===== src/rtl/fp_cmp_pkg.sv =====
// Shared types, constants and IEEE-754 single-precision helpers for the
// FP32 compare / min-max unit.
package fp_cmp_pkg;

  typedef enum logic [2:0] {
    OP_FEQ  = 3'd0,
    OP_FLT  = 3'd1,
    OP_FLE  = 3'd2,
    OP_FMIN = 3'd3,
    OP_FMAX = 3'd4
  } fp_cmp_op_e;

  typedef enum logic [1:0] {
    ST_IDLE,
    ST_EXP,
    ST_MAN,
    ST_RESP
  } fp_cmp_state_e;

  localparam logic [7:0]  FP_EXP_ALL1  = 8'hFF;
  localparam logic [31:0] FP_CANON_NAN = 32'h7FC0_0000;

  // Per-operand classification flags.
  typedef struct packed {
    logic nan;
    logic snan;
    logic zero;
    logic sign;
  } fp_class_t;

  function automatic logic is_nan(input logic [31:0] v);
    return (v[30:23] == FP_EXP_ALL1) && (v[22:0] != 23'd0);
  endfunction

  // Signalling NaN: quiet bit (mantissa MSB) clear, payload non-zero.
  function automatic logic is_snan(input logic [31:0] v);
    return is_nan(v) && !v[22];
  endfunction

  function automatic logic is_zero(input logic [31:0] v);
    return v[30:0] == 31'd0;
  endfunction

endpackage


===== src/rtl/fp_cmp_classify.sv =====
// Combinational classifier for one FP32 operand.
module fp_cmp_classify
  import fp_cmp_pkg::*;
(
  input  logic [31:0] operand,
  output fp_class_t   cls
);

  // Flag extraction is pure decode of the operand fields.
  always_comb begin
    cls.nan  = is_nan(operand);
    cls.snan = is_snan(operand);
    cls.zero = is_zero(operand);
    cls.sign = operand[31];
  end

endmodule


===== src/rtl/fp_cmp_ctrl.sv =====
// Multi-cycle FP32 compare / min-max unit. One 23-bit magnitude comparator
// is shared between an exponent phase and an optional mantissa phase.
module fp_cmp_ctrl
  import fp_cmp_pkg::*;
#(
  parameter int          TAG_W     = 5,
  parameter logic [31:0] CANON_NAN = FP_CANON_NAN
) (
  input  logic             i_clk,
  input  logic             i_rst,
  input  logic             i_req_valid,
  output logic             o_req_ready,
  input  logic [2:0]       i_op,
  input  logic [31:0]      i_rs1,
  input  logic [31:0]      i_rs2,
  input  logic [TAG_W-1:0] i_tag,
  output logic             o_rsp_valid,
  input  logic             i_rsp_ready,
  output logic [31:0]      o_rsp_data,
  output logic [TAG_W-1:0] o_rsp_tag,
  output logic             o_nv
);

  fp_cmp_state_e    state_q, state_d;
  logic [2:0]       op_q;
  logic [31:0]      a_q, b_q;
  logic [TAG_W-1:0] tag_q;
  logic [31:0]      data_q;
  logic             nv_q;
  logic             valid_q;

  fp_class_t   cls_a, cls_b;
  logic [22:0] cmp_a, cmp_b;
  logic        mag_lt, mag_eq;
  logic        lt, eq;
  logic        any_nan, any_snan, both_nan, both_zero, sign_diff, reserved_op;
  logic        decided_exp;
  logic        accept, load;
  logic [31:0] res_data;
  logic        res_nv;

  fp_cmp_classify u_cls_a (.operand(a_q), .cls(cls_a));
  fp_cmp_classify u_cls_b (.operand(b_q), .cls(cls_b));

  assign any_nan     = cls_a.nan | cls_b.nan;
  assign any_snan    = cls_a.snan | cls_b.snan;
  assign both_nan    = cls_a.nan & cls_b.nan;
  assign both_zero   = cls_a.zero & cls_b.zero;
  assign sign_diff   = cls_a.sign ^ cls_b.sign;
  assign reserved_op = op_q > OP_FMAX;

  // Shared comparator: exponents in EXP, mantissas in MAN.
  always_comb begin
    if (state_q == ST_MAN) begin
      cmp_a = a_q[22:0];
      cmp_b = b_q[22:0];
    end else begin
      cmp_a = {15'd0, a_q[30:23]};
      cmp_b = {15'd0, b_q[30:23]};
    end
    mag_lt = cmp_a < cmp_b;
    mag_eq = cmp_a == cmp_b;
  end

  // Signed ordering built from the magnitude result; negatives swap order.
  always_comb begin
    // NOTE: every combinational output gets a default first so no path can infer a latch.
    lt = 1'b0;
    eq = 1'b0;
    if (both_zero)      eq = 1'b1;
    else if (sign_diff) lt = cls_a.sign;
    else if (mag_eq)    eq = 1'b1;
    else                lt = mag_lt ^ cls_a.sign;
  end

  assign decided_exp = reserved_op | any_nan | sign_diff | both_zero | !mag_eq;

  // Final result and invalid flag for the registered operation.
  always_comb begin
    res_data = 32'd0;
    res_nv   = 1'b0;
    case (op_q)
      OP_FEQ: begin
        if (any_nan) res_nv = any_snan;
        else         res_data = {31'd0, eq};
      end
      OP_FLT: begin
        if (any_nan) res_nv = 1'b1;
        else         res_data = {31'd0, lt};
      end
      OP_FLE: begin
        if (any_nan) res_nv = 1'b1;
        else         res_data = {31'd0, lt | eq};
      end
      OP_FMIN, OP_FMAX: begin
        res_nv = any_snan;
        if (both_nan)        res_data = CANON_NAN;
        else if (cls_a.nan)  res_data = b_q;
        else if (cls_b.nan)  res_data = a_q;
        else if (both_zero)  res_data = (op_q == OP_FMIN) ? {cls_a.sign | cls_b.sign, 31'd0}
                                                          : {cls_a.sign & cls_b.sign, 31'd0};
        else if (op_q == OP_FMIN) res_data = (lt | eq) ? a_q : b_q;
        else                      res_data = lt ? b_q : a_q;
      end
      default: res_nv = 1'b1;
    endcase
  end

  // Next-state decode and result-capture strobes.
  always_comb begin
    state_d = state_q;
    accept  = 1'b0;
    load    = 1'b0;
    case (state_q)
      ST_IDLE: begin
        if (i_req_valid) begin
          accept  = 1'b1;
          state_d = ST_EXP;
        end
      end
      ST_EXP: begin
        if (decided_exp) begin
          load    = 1'b1;
          state_d = ST_RESP;
        end else begin
          state_d = ST_MAN;
        end
      end
      ST_MAN: begin
        load    = 1'b1;
        state_d = ST_RESP;
      end
      ST_RESP: begin
        if (valid_q && i_rsp_ready) state_d = ST_IDLE;
      end
      default: state_d = ST_IDLE;
    endcase
  end

  // Control and response registers; valid rises one cycle after entering RESP.
  always_ff @(posedge i_clk) begin
    // NOTE: sequential state uses non-blocking assignments so every register samples pre-edge values.
    if (i_rst) begin
      state_q <= ST_IDLE;
      op_q    <= 3'd0;
      tag_q   <= '0;
      data_q  <= 32'd0;
      nv_q    <= 1'b0;
      valid_q <= 1'b0;
    end else begin
      state_q <= state_d;
      valid_q <= (state_q == ST_RESP) && !(valid_q && i_rsp_ready);
      if (accept) begin
        op_q  <= i_op;
        tag_q <= i_tag;
      end
      if (load) begin
        data_q <= res_data;
        nv_q   <= res_nv;
      end
    end
  end

  // Operand holding registers, written only on acceptance.
  always_ff @(posedge i_clk) begin
    // NOTE: pure datapath registers skip reset; they are always written before being consumed.
    if (accept) begin
      a_q <= i_rs1;
      b_q <= i_rs2;
    end
  end

  assign o_req_ready = (state_q == ST_IDLE);
  assign o_rsp_valid = valid_q;
  assign o_rsp_data  = data_q;
  assign o_rsp_tag   = tag_q;
  assign o_nv        = nv_q;

endmodule


===== config.mk =====
export PLATFORM = sky130hd
export DESIGN_NAME = fp_cmp_ctrl
export DESIGN_NICKNAME = d
export VERILOG_FILES = /design/src/rtl/fp_cmp_pkg.sv /design/src/rtl/fp_cmp_classify.sv /design/src/rtl/fp_cmp_ctrl.sv
export SDC_FILE = /design/constraint.sdc
export NUM_CORES = 1
export LEC_CHECK = 0
export CORE_ASPECT_RATIO = 1.2
export CORE_UTILIZATION = 25
export DETAILED_ROUTE_END_ITERATION = 16
export HOLD_SLACK_MARGIN = 0.05
export SLEW_MARGIN = 10
export SYNTH_ARGS = -nofsm -noshare
export SYNTH_HDL_FRONTEND = slang
export SYNTH_SLANG_ARGS = --single-unit

===== constraint.sdc =====
create_clock -name i_clk -period 4.84 [get_ports i_clk]
set_input_delay 0.484 -clock i_clk [delete_from_list [all_inputs] [get_ports i_clk]]
set_output_delay 0.484 -clock i_clk [all_outputs]
set_load 0.1 [all_outputs]

# After elaboration in Yosys (flattened, before gate mapping)
# Index checks and enable logic that the tools add are counted.
[op_classes] order_cmp=2 eq_ne=12 mux=31 n_bitwise=13 reduce_logical=19
[ops] cell="$mux 32" count=8
[ops] cell="$pmux 32 s4" count=1
[ops] cell="$logic_not 31->1" count=2
[ops] cell="$mux 23" count=2
[ops] cell="$reduce_bool 23->1" count=2
[ops] cell="$eq 23x23->1" count=1
[ops] cell="$lt 23x23->1" count=1
[ops] cell="$eq 8x8->1 const B" count=2
[ops] cell="$mux 1" count=15
[ops] cell="$or 1x1->1" count=8
[ops] cell="$pmux 2 s4" count=1
[ops] cell="$eq 3x2->1 const B" count=2
[ops] cell="$logic_and 1x1->1" count=6
[ops] cell="$eq 2x2->1 const B" count=2
[ops] cell="$logic_not 1->1" count=4
[ops] cell="$mux 2" count=2
[ops] cell="$ne 2x2->1 const B" count=2
[ops] cell="$reduce_or 2->1" count=2
[ops] cell="$and 1x1->1" count=3
[ops] cell="$eq 3x1->1 const B" count=1
[ops] cell="$eq 3x3->1 const B" count=1
[ops] cell="$gt 3x3->1 const B" count=1
[ops] cell="$logic_not 3->1" count=1
[ops] cell="$pmux 1 s3" count=1
[ops] cell="5 further kinds" count=6
[totals] reg_bits=108 out_inout_bits=40 wordCells=85

# Depth between registers and ports, before layout
[logic_depth] word_depth=15 ltp_mapped=16 ltp_nobuf=12

# Modules after synthesis
# Synthesis repeated with hierarchy kept, for this count alone.
[unflattened] cells_unflattened=465 hier_area_um2=5310.1
[by_module_without_submodules] module="fp_cmp_ctrl" n_inst=1 cells_each=433 area_per_inst_um2=5079.9 seq_area_each_um2=2802.7
[by_module_without_submodules] module="fp_cmp_classify" n_inst=2 cells_each=16 area_per_inst_um2=115.1 seq_area_each_um2=0.0

# Least setup slack after synthesis
# OpenSTA, ideal clock, no wires.
[synth_path] path_kind="register to register" from="register state_q[0]" to="register data_q[27], in the netlist o_rsp_data[27]" t_arrival_ps=3548 path_slack_ps=1205 stages_incl_launch_ff=17 n_path_buf=4 path_cell_list="dfxtp_1 > inv_1 > ha_1 > clkbuf_1 > buf_1 > mux2_2 > ha_1 > nand4_1 > nor4_2 > nand2_1 > or3b_4 > o31ai_4 > and2b_1 > buf_6 > buf_8 > nand2_1 > o31ai_1"
[synth_via] elab_chain_len=15 elab_cells_between_ends=26 classes_between="order compare: 1; eq/ne: 3; mux: 18; bitwise: 3; reduce/logical: 1"
[synth_lines] item="from (decl)" line_no="fp_cmp_ctrl.sv:24" rtl="fp_cmp_state_e state_q, state_d;"
[synth_lines] item="from (signal assigned)" line_no="fp_cmp_ctrl.sv:151" rtl="state_q <= state_d;"
[synth_lines] item="$eq 2x2->1" line_no="fp_cmp_ctrl.sv:54, fp_cmp_ctrl.sv:114"
[synth_lines] item="$mux 23" line_no="fp_cmp_ctrl.sv:54" rtl="if (state_q == ST_MAN) begin"
[synth_lines] item="$lt 23x23->1" line_no="fp_cmp_ctrl.sv:61" rtl="mag_lt = cmp_a < cmp_b;"
[synth_lines] item="$xor 1x1->1" line_no="fp_cmp_ctrl.sv:73" rtl="else lt = mag_lt ^ cls_a.sign;"
[synth_lines] item="$mux 1" line_no="fp_cmp_ctrl.sv:72" rtl="else if (mag_eq) eq = 1'b1;"
[synth_lines] item="$mux 1" line_no="fp_cmp_ctrl.sv:71" rtl="else if (sign_diff) lt = cls_a.sign;"
[synth_lines] item="$mux 1" line_no="fp_cmp_ctrl.sv:70" rtl="if (both_zero) eq = 1'b1;"
[synth_lines] item="$or 1x1->1" line_no="fp_cmp_ctrl.sv:102" rtl="else if (op_q == OP_FMIN) res_data = (lt | eq) ? a_q : b_q;"
[synth_lines] item="$mux 32 (2 in series)" line_no="fp_cmp_ctrl.sv:102"
[synth_lines] item="$mux 32" line_no="fp_cmp_ctrl.sv:100" rtl="else if (both_zero) res_data = (op_q == OP_FMIN) ? {cls_a.sign | cls_b.sign, 31'd0}"
[synth_lines] item="$mux 32" line_no="fp_cmp_ctrl.sv:99" rtl="else if (cls_b.nan) res_data = a_q;"
[synth_lines] item="$mux 32" line_no="fp_cmp_ctrl.sv:98" rtl="else if (cls_a.nan) res_data = b_q;"
[synth_lines] item="$mux 32" line_no="fp_cmp_ctrl.sv:97" rtl="if (both_nan) res_data = CANON_NAN;"
[synth_lines] item="$pmux 32 s4" line_no="fp_cmp_ctrl.sv:82" rtl="case (op_q)"
[synth_lines] item="to (signal assigned)" line_no="fp_cmp_ctrl.sv:158" rtl="data_q <= res_data;"
[synth_lines] item="to (decl)" line_no="fp_cmp_ctrl.sv:28" rtl="logic [31:0] data_q;"
# Parallel ways exist; a longest one is shown, timed or not.
# A chain may end at the register's enable or synchronous reset.

# Final worst setup path
[layout_path] from="register state_q[0]" to="register data_q[5], in the netlist o_rsp_data[5]"
# Same word-level chain as after synthesis.

==> impl_metrics.py <==
metrics = {
    "power": {
        "power_density_mw_per_mm2": 588.1,
        "total_leakage_power_uw": 0.002486,
        "ir_worst_vdd_mv": 0.3161,
    },
    "worst_setup_path": {
        "timing.rr.start": "state_q[0]",
        "path_buf_inv": 3,
        "startpoint_type": "register",
        "r2r_end": "o_rsp_data[5]",
        "end_kind": "register",
        "cp.arrival_ps": 4350,
        "cp_max_fo": 31,
        "slowest_delay_ps": 760,
        "cp.required_ps": 5060,
        "critical_path.slowest_cell": "ha_1",
        "reg2reg_slack_ps": 710,
        "path_cells": "inv_1, ha_1, nand2_1, ha_1, nand4_1, nor4_2, nand2_1, or3b_4, o31ai_4, buf_4, nor3_2, nand2_1, buf_4, o21ai_0",
        "cpMostUsedCell": "nand2_1",
        "reg2reg_depth": 14,
        "critPathKind": "reg -> reg",
        "crit_family": "simple AND/OR/NAND/NOR gates",
    },
    "place": {
        "placed_area_mm2": 0.006684,
        "port_buffers": 115,
        "post-dp-hpwl_um": 11090,
        "dp_cells": 839,
        "pre_cts_ws_ps": 676.2,
        "place_congestion": 0.8626,
    },
    "clock_tree": {
        "cts_max_level": 3,
        "cts_setup_buffers": 0,
        "clkTransAtPathRegs_ps": 70,
        "worstSkewPairLatency_ps": 350,
        "clockBufferDepth": 2,
        "cts_resized": 0,
        "cts_buffers": 9,
        "cts.sinks": 108,
        "root_buffer": "clkbuf_16",
        "cts-hold-fix-buffers": 0,
        "tritoncts": "done",
    },
    "detailed_routing": {
        "final_antenna_net_count": 0,
        "drt-total-wl_um": 14490,
        "routedWlPerCell_um": 16.95,
        "drc": 0,
        "dr.pass1.iters": 4,
        "num_vias": 3980,
        "avgViaCountPerCell": 4.655,
        "drt_iter0_markers": 257,
    },
    "timing": {
        "fin_crit_sh_pct": 85.32,
        "finalHoldViolations": 0,
        "worst_pin_slew_ps": 1050,
        "slew_headroom_pct": 30.03,
        "setup_violations": 0,
        "rsz0062_at_grt": "no",
        "min_period_ps": 4129,
        "fmax_mhz": 242.2,
        "skew_ps": 9.545,
        "setup_tns_ps": 0,
        "slew_violations": 0,
        "worst_slack_ps": 710.6,
    },
    "grt": {
        "grt_first_pass_wirelength_um": 22200,
        "antenna_found_initial": 0,
        "grt_pass1_vias": 3955,
        "grt_max_degree": 52,
        "grt_usage_pct": 13.86,
        "grt_overflow": 0,
    },
    "die": {
        "die_width_um": 134.1,
        "io_pins": 116,
        "start_util_pct": 25.68,
        "core_mm2": 0.02040,
        "fp-row-count": 57,
        "die_h_um": 160.6,
        "die_area_mm2": 0.02154,
    },
    "logic_synthesis": {
        "syn_avg_cell_area_um2": 11.22,
        "syn_area_mm2": 0.005238,
        "ys_ff_latch": 108,
        "synth_cell_type_count": 51,
        "synth-edff-count": 64,
        "yosysTopAreaCell": "edfxtp_1",
        "yosysWarningCount": 0,
        "synth_area_leaders": "edfxtp_1 37%, dfxtp_1 17%, ha_1 7.2%",
        "ys.flop_type": "edfxtp_1",
        "syn_inst": 467,
        "syn_nets": 573,
        "synth_top_cell_area_share_pct": 36.69,
        "async_flop_share_pct": 0,
        "ys_seq_area_share_pct": 53.51,
    },
    "final_layout": {
        "final_cell_mix": "115 x clkdlybuf4s50_1, 78 x nand2_1, 64 x edfxtp_1",
        "mostFrequentLayoutCell": "clkdlybuf4s50_1",
        "layoutNonFillerInstCount": 855,
        "layout-drive-gt1-share_pct": 10.00,
        "fin_area_mm2": 0.006984,
        "postLayoutCoreUtil_pct": 34.24,
        "area_growth_pct": 33.35,
        "nets": 691,
        "antenna_cells": 0,
    },
    "min_path": {
        "worstHoldEndpoint": "o_rsp_tag[3]",
        "worstHoldStart": "o_rsp_tag[3]",
        "hold_depth": 2,
        "hold_path_class": "reg -> reg",
    },
    "outcome": {
        "outcome": "finished clean",
    },
    "run": {
        "maxCapViolations": 0,
    },
}
routing by layer:
layer  wire length, um  track usage, %
met5                 0               0
met2              7245           23.41
met3               713           3.441
met1              6289           17.17
met4               241           4.597
how the worst max path moves through the flow:
stage	cells after the start	start	end
final	14	state_q[0]	o_rsp_data[5]
after global routing	14	state_q[0]	o_rsp_data[6]
after global placement	14	state_q[0]	o_rsp_data[1]
after floorplan	16	state_q[0]	o_rsp_data[27]
after detailed placement	14	state_q[0]	o_rsp_data[4]
after CTS	14	state_q[0]	o_rsp_data[4]
tightest hold or removal path, delay by kind of cell, from the launching register on:
kind,cells,cell delay [ps]
flip-flops,1,310
AND/OR/NAND/NOR,1,50
AO/OA/AOI/OAI,1,50
cells by family after synthesis:
| logic type | count (synthesis) | synth area share (%) |
|---|---|---|
| and+or+nand+nor | 158 | 15.22 |
| DFF | 108 | 53.51 |
| AOI/OAI and AO/OA | 101 | 12.73 |
| muxes | 40 | 7.836 |
| adders and majority gates | 30 | 7.167 |
| buffers and inverters | 26 | 2.867 |
| xor gates and xnor gates | 4 | 0.6688 |
final cells by class:
cell class | instances | area (um2)
fill | 2075 | 13410
sequential | 108 | 2803
multi-input combinational | 333 | 2285
timing repair buffer | 124 | 1231
tap | 265 | 331.6
clock buffer | 10 | 229.0
clock inverter | 6 | 71.32
inverter | 9 | 33.78
synthesized netlist by cell type, types with 5 or more instances:
cell type  count
nand2_1       78
edfxtp_1      64
dfxtp_1       44
mux2i_1       32
ha_1          30
a21oi_1       29
o21ai_0       24
o21ai_2       16
and2_1        15
nor2_1        15
nor4_1        14
nand4_1       13
inv_1          8
mux2_2         8
clkbuf_1       7
nor3_1         5
registers in the layout, summed over array words and instances, names as in the netlist:
name         flops
o_rsp_data      32
o_rsp_tag        5
a_q             32
state_q          2
op_q             3
o_rsp_valid      1
o_nv             1
b_q             32
metrics by stage:
step / total power (uW) / hold slack (ps)
3_5_place_dp: 3384 / 449.4
3_3_place_gp: 3376 / 440.0
2_1_floorplan: 2855 / 471.0
5_1_grt: 4373 / 483.8
6_report: 4107 / 454.8
4_1_cts: 4156 / 459.6
power breakdown:
part / switching (uW) / internal, uW
combinational: 1200 / 785
sequential: 186 / 1190
clock: 340 / 407
(Power assumes the default switching activity.)
